`config.mk`:
```
export PLATFORM = sky130hd
export DESIGN_NAME = alu_writeback
export DESIGN_NICKNAME = d
export VERILOG_FILES = /design/src/rtl/alu_pkg.sv /design/src/rtl/reg_array.sv /design/src/rtl/alu_writeback.sv
export SDC_FILE = /design/constraint.sdc
export NUM_CORES = 1
export LEC_CHECK = 0
export BUFFER_PORTS_ARGS = -buffer_cell sky130_fd_sc_hd__buf_2
export CAP_MARGIN = 20
export CORE_MARGIN = 5
export CORE_UTILIZATION = 42
export DETAILED_ROUTE_END_ITERATION = 8
export GPL_ROUTABILITY_DRIVEN = 0
export GPL_TIMING_DRIVEN = 1
export MAX_ROUTING_LAYER = met4
export PLACE_DENSITY_LB_ADDON = 0.2
export SLEW_MARGIN = 40
export SYNTH_ARGS = -nofsm -noshare
export SYNTH_HDL_FRONTEND = slang
export SYNTH_SLANG_ARGS = --single-unit
```
`constraint.sdc`:
```
create_clock -name clk -period 2.3 [get_ports clk]
set_input_delay 0.115 -clock clk [delete_from_list [all_inputs] [get_ports clk]]
set_output_delay 0.115 -clock clk [all_outputs]
set_load 0.02 [all_outputs]
```
`src/rtl/alu_pkg.sv`:
```
// Shared types for the ALU writeback stage: opcodes, compare codes, FSM states.
// Latency: n/a (package only).
// Backpressure: n/a (package only).
package alu_pkg;

  typedef enum logic [3:0] {
    OP_AND   = 4'd0,
    OP_OR    = 4'd1,
    OP_ADD   = 4'd2,
    OP_SUB   = 4'd3,
    OP_ADDI  = 4'd4,
    OP_MOVB  = 4'd5,
    OP_MOVA  = 4'd6,
    OP_CMP   = 4'd7,
    OP_SHIFT = 4'd8,
    OP_M9    = 4'd9,
    OP_M10   = 4'd10,
    OP_M11   = 4'd11,
    OP_M12   = 4'd12,
    OP_STORE = 4'd13,
    OP_LOAD  = 4'd14,
    OP_HALT  = 4'd15
  } opcode_t;

  localparam logic [1:0] CMP_LT   = 2'b00;
  localparam logic [1:0] CMP_GT   = 2'b01;
  localparam logic [1:0] CMP_EQ   = 2'b10;
  localparam logic [1:0] CMP_NONE = 2'b11;

  typedef enum logic [1:0] {
    RUN       = 2'd0,
    WAIT_LOAD = 2'd1,
    HALTED    = 2'd2
  } wb_state_t;

  // Arithmetic/shift ops produce a meaningful carry_out worth latching.
  function automatic logic op_sets_carry(input opcode_t op);
    return op inside {OP_ADD, OP_SUB, OP_ADDI, OP_SHIFT};
  endfunction

  // Every op whose ALU data_out is committed straight to ex_dst.
  function automatic logic op_writes_reg(input opcode_t op);
    return op_sets_carry(op) ||
           (op inside {OP_AND, OP_OR, OP_MOVB, OP_MOVA, OP_M9, OP_M10, OP_M11, OP_M12});
  endfunction

endpackage

```
`src/rtl/reg_array.sv`:
```
// Architectural register file: 1 write port, 2 combinational read ports.
// Latency: write lands on the clock edge; reads are same-cycle combinational, no bypass.
// Backpressure: none; a write is taken whenever i_we is high and the index is in range.
module reg_array #(
  parameter int NUM_REGS = 8,
  parameter int DATA_W   = 8,
  parameter int ADDR_W   = $clog2(NUM_REGS)
) (
  input  logic              clk,
  input  logic              reset_n,
  input  logic              i_we,
  input  logic [ADDR_W-1:0] i_waddr,
  input  logic [DATA_W-1:0] i_wdata,
  input  logic [ADDR_W-1:0] i_rd_addr_a,
  input  logic [ADDR_W-1:0] i_rd_addr_b,
  output logic [DATA_W-1:0] o_rd_data_a,
  output logic [DATA_W-1:0] o_rd_data_b
);

  logic [DATA_W-1:0] r_mem [NUM_REGS];

  // Storage: async clear, otherwise write the addressed entry; out-of-range indices are dropped.
  always_ff @(posedge clk or negedge reset_n) begin
    if (!reset_n) begin
      for (int i = 0; i < NUM_REGS; i++) r_mem[i] <= '0;
    end else if (i_we && (int'(i_waddr) < NUM_REGS)) begin
      r_mem[i_waddr] <= i_wdata;
    end
  end

  // Out-of-range reads (only possible for non-power-of-2 sizes) return zero.
  assign o_rd_data_a = (int'(i_rd_addr_a) < NUM_REGS) ? r_mem[i_rd_addr_a] : '0;
  assign o_rd_data_b = (int'(i_rd_addr_b) < NUM_REGS) ? r_mem[i_rd_addr_b] : '0;

endmodule

```
`src/rtl/alu_writeback.sv`:
```
// Commits ALU results/loads to the register file, latches carry/compare flags, sequences load and halt.
// Latency: accepted op visible on rd_data/flags 1 cycle later; wb_* report the write 1 cycle later.
// Backpressure: stall is high while waiting for load data or halted; ex_valid is ignored then.
module alu_writeback
  import alu_pkg::*;
#(
  parameter int NUM_REGS = 8,
  parameter int DATA_W   = 8,
  parameter int ADDR_W   = $clog2(NUM_REGS)
) (
  input  logic              clk,
  input  logic              reset_n,
  input  logic              ex_valid,
  input  logic [3:0]        ex_instr,
  input  logic [ADDR_W-1:0] ex_dst,
  input  logic [DATA_W-1:0] ex_data,
  input  logic              ex_carry,
  input  logic [1:0]        ex_cmp,
  input  logic              mem_valid,
  input  logic [DATA_W-1:0] mem_data,
  input  logic [ADDR_W-1:0] rd_addr_a,
  input  logic [ADDR_W-1:0] rd_addr_b,
  output logic [DATA_W-1:0] rd_data_a,
  output logic [DATA_W-1:0] rd_data_b,
  output logic              carry_flag,
  output logic [1:0]        cmp_flag,
  output logic              stall,
  output logic              halted,
  output logic              wb_valid,
  output logic [ADDR_W-1:0] wb_addr,
  output logic [DATA_W-1:0] wb_data
);

  wb_state_t         r_state;
  logic              r_carry;
  logic [1:0]        r_cmp;
  logic [ADDR_W-1:0] r_pend_dst;
  logic              r_wb_vld;
  logic [ADDR_W-1:0] r_wb_addr;
  logic [DATA_W-1:0] r_wb_data;

  opcode_t           w_op;
  logic              w_accept;
  logic              w_we;
  logic [ADDR_W-1:0] w_waddr;
  logic [DATA_W-1:0] w_wdata;

  assign w_op     = opcode_t'(ex_instr);
  assign w_accept = ex_valid && (r_state == RUN);

  // Select the single register write this cycle: an accepted ALU op, or the returning load.
  always_comb begin
    w_we    = 1'b0;
    w_waddr = ex_dst;
    w_wdata = ex_data;
    if (w_accept && op_writes_reg(w_op)) begin
      w_we = 1'b1;
    end else if ((r_state == WAIT_LOAD) && mem_valid) begin
      w_we    = 1'b1;
      w_waddr = r_pend_dst;
      w_wdata = mem_data;
    end
    // Dropped writes must not be reported on the wb_* port either.
    if (int'(w_waddr) >= NUM_REGS) w_we = 1'b0;
  end

  reg_array #(
    .NUM_REGS (NUM_REGS),
    .DATA_W   (DATA_W),
    .ADDR_W   (ADDR_W)
  ) u_reg_array (
    .clk         (clk),
    .reset_n     (reset_n),
    .i_we        (w_we),
    .i_waddr     (w_waddr),
    .i_wdata     (w_wdata),
    .i_rd_addr_a (rd_addr_a),
    .i_rd_addr_b (rd_addr_b),
    .o_rd_data_a (rd_data_a),
    .o_rd_data_b (rd_data_b)
  );

  // FSM, flag latching and the registered writeback report.
  always_ff @(posedge clk or negedge reset_n) begin
    if (!reset_n) begin
      r_state    <= RUN;
      r_carry    <= 1'b0;
      r_cmp      <= CMP_NONE;
      r_pend_dst <= '0;
      r_wb_vld   <= 1'b0;
      r_wb_addr  <= '0;
      r_wb_data  <= '0;
    end else begin
      r_wb_vld <= w_we;
      if (w_we) begin
        r_wb_addr <= w_waddr;
        r_wb_data <= w_wdata;
      end
      case (r_state)
        RUN: begin
          if (ex_valid) begin
            if (op_sets_carry(w_op)) r_carry <= ex_carry;
            // Only an explicit compare updates cmp_flag, so the ALU idle code never leaks in.
            if (w_op == OP_CMP) r_cmp <= ex_cmp;
            if (w_op == OP_LOAD) begin
              r_pend_dst <= ex_dst;
              r_state    <= WAIT_LOAD;
            end
            if (w_op == OP_HALT) r_state <= HALTED;
          end
        end
        WAIT_LOAD: begin
          if (mem_valid) r_state <= RUN;
        end
        HALTED: begin
          r_state <= HALTED;
        end
        default: begin
          r_state <= RUN;
        end
      endcase
    end
  end

  assign carry_flag = r_carry;
  assign cmp_flag   = r_cmp;
  assign stall      = (r_state == WAIT_LOAD) || (r_state == HALTED);
  assign halted     = (r_state == HALTED);
  assign wb_valid   = r_wb_vld;
  assign wb_addr    = r_wb_addr;
  assign wb_data    = r_wb_data;

endmodule
```
==> impl_metrics.tcl <==
set metrics [dict create \
    io_pins 69 \
    setup_viol 0 \
    routed-via-count 4258 \
    internal_power_w 0.00477 \
    cts_made_buffers 9 \
    area_growth_pct 19.4 \
    netlist_top_cells_area "dfrtp_1 41%, mux4_2 14%, a211oi_1 9.5%, a31oi_1 9.4%, mux2_2 4.9%" \
    yosys.area.top_type "dfrtp_1" \
    grt_first_pass_wirelength_um 26200 \
    htreeDepth 3 \
    ys_seq_area_share_pct 41.6 \
    dpl.hpwl_um 11900 \
    cts_sinks 84 \
    initial_utilization_pct 42.5 \
    required_ps 2500 \
    leakagePower_nw 2.35 \
    max_slew.worst_pin.slew_ps 683 \
    final_max_slew_viol_count 0 \
    firstDrtPassIters 4 \
    yosys_most_used_dff "dfrtp_1" \
    finalCritPeriodShare_pct 87.2 \
    seqPwrFrac_pct 36.4 \
    wl_per_cell_um 25.6 \
    hp-class "in -> reg" \
    insertion_delay_ps 340 \
    fmax_ghz 0.498 \
    finalClockSkew_ps 5.24 \
    rsz0062_at_grt "no" \
    antenna_found_initial 0 \
    rows 40 \
    irDropWorstVdd_v 0.000553 \
    syn_inst 409 \
    fp.dieArea_um2 14300 \
    clk_path_buf_depth 2 \
    cts_tree "built" \
    min-delay-start "ex_cmp[1]" \
    slew_headroom_pct 54.5 \
    path_clk_slew_ps 60 \
    worstSetupStartpointType "flop" \
    grt_max_degree 52 \
    n_antenna_cell 0 \
    cap_violations 0 \
    final_common_cell "dfrtp_1" \
    synth_edf_count 0 \
    tns_ps 0 \
    critPathMaxFanout 13 \
    timing.hold.ws_ps 6.81 \
    hold_viol 0 \
    syn_nets 448 \
    final_antenna_net_count 0 \
    layout_common_cells "82 x dfrtp_1, 76 x a31oi_1, 67 x buf_2, 64 x a211oi_1, 37 x buf_4" \
    avgViaCountPerCell 6.59 \
    syn_area_um2 5060 \
    drive_gt1_share_pct 40.9 \
    synth_top_area_share_pct 40.6 \
    power.density_nw_per_um2 1310 \
    ctsResizeCount 0 \
    grt-ovfl-total 0 \
    syn_avg_cell_area_um2 12.4 \
    multiInputGateArea_um2 2740 \
    endpoint_kind "flop" \
    clkPwrFrac_pct 18.8 \
    fp.dieW_um 120 \
    synth_seq_cells 84 \
    globalRouteTotalUtil_pct 24.6 \
    crit_start "r_state[1]" \
    switching_share_pct 39.7 \
    drtIter0Drc 419 \
    drt-total-wl_um 16500 \
    grt_pass1_vias 4478 \
    coreArea_um2 11900 \
    worstPathArrival_ps 2200 \
    finalNetCount 536 \
    period_minus_slack_ps 2010 \
    fp.dieH_um 120 \
    yosysUniqueCellTypes 38 \
    io_buffers 68 \
    r2r-start "r_state[1]" \
    p_comb_share_pct 44.7 \
    cts-root-buf "clkbuf_16" \
    nFillCells 1053 \
    yosysWarnings 0 \
    seqCellArea_um2 2100 \
    drc 0 \
    outcome "complete, no violations" \
    synth-async-reset-ratio_pct 100 \
    switchingPower_w 0.00314 \
    critPathKind "reg -> reg" \
]
## path summary, 6_finish.rpt
kind	depth (start not counted)	to	slack, ps
max reg2reg	7	u_reg_array.r_mem[31]	290
min	2	cmp_flag[1]	7
max in group asynchronous	3	cmp_flag[1]	1240
max	7	u_reg_array.r_mem[31]	290
min in group asynchronous	2	u_reg_array.r_mem[47]	370
min reg2reg	1	carry_flag	510
## cell families after synthesis
family	Yosys count	share of synthesized area (%)
adder cells (fa/ha/maj)	4	0.964
AND/OR/NAND/NOR	57	6.23
flip-flops	84	41.6
multiplexers	56	19.5
AO/OA/AOI/OAI	171	27.4
buffers and inverters	37	4.25
## Yosys cell counts (3+ instances only)
library cell and number:
nor3_1 5, a2111oi_4 8, buf_2 7, a31oi_1 76
a211oi_1 64, inv_1 4, ha_1 3, dfrtp_1 82
nand3_2 8, mux4_2 32, nand2_1 13, a21o_4 7
buf_6 9, nand2b_1 4, mux2_2 22, buf_1 5
o21ai_1 8, nor2_1 15, clkbuf_1 12
## power groups by stage
stage	logic, W	clock network [W]	registers [W]
finish	0.00354	0.00149	0.00288
global route	0.00382	0.00158	0.00296
CTS	0.00353	0.00151	0.00287
detailed placement	0.00351	0	0.00288
global placement	0.00343	0	0.00283
floorplan	0.00240	0	0.00278
## state kept, by name (all words and copies together) (netlist names)
signal	flops
u_reg_array.r_mem	64
r_pend_dst	3
cmp_flag	2
wb_data	8
wb_valid	1
carry_flag	1
r_state	2
wb_addr	3
## critical path: stages (launching register included)
cell and delay (ps):
dfrtp_1 380, inv_1 100, ha_1 230, nand2_1 100
buf_4 230, a2111oi_4 510, a21o_4 210, a31oi_1 100
## routing by layer
layer,global-route usage [%],share of wire [%]
met4,6.30,1.2
met5,-,0
met3,3.39,6.7
met2,40.5,50
met1,32.4,42
## area by class of cell
cell class	instances	share of cell area, %
Timing Repair Buffer	110	11.6
Inverter	4	0.248
Multi-Input combinational cell	288	45.4
Sequential cell	84	34.8
Clock inverter	3	1.08
Tap cell	147	3.04
Clock buffer	10	3.79
## through the flow
stage	cells	total power [W]	setup WS (ps)	area (um2)	utilization, %
2_1_floorplan	409	0.00518	271	5060	-
3_3_place_gp	630	0.00626	372	5720	48.0
3_5_place_dp	630	0.00639	315	5720	48.0
4_1_cts	646	0.00791	302	6040	50.7
5_1_grt	646	0.00836	105	6040	50.7
6_report	646	0.00791	293	6040	50.7
## what timing repair did
action / 4_1_cts / 5_1_grt
endpoints found under the hold margin: 52 / 0
setup buffers: 0 / 0
hold buffers: 3 / 0
endpoints found under the setup margin: 0 / 0
No activity file was read; power rests on OpenSTA's default activity.
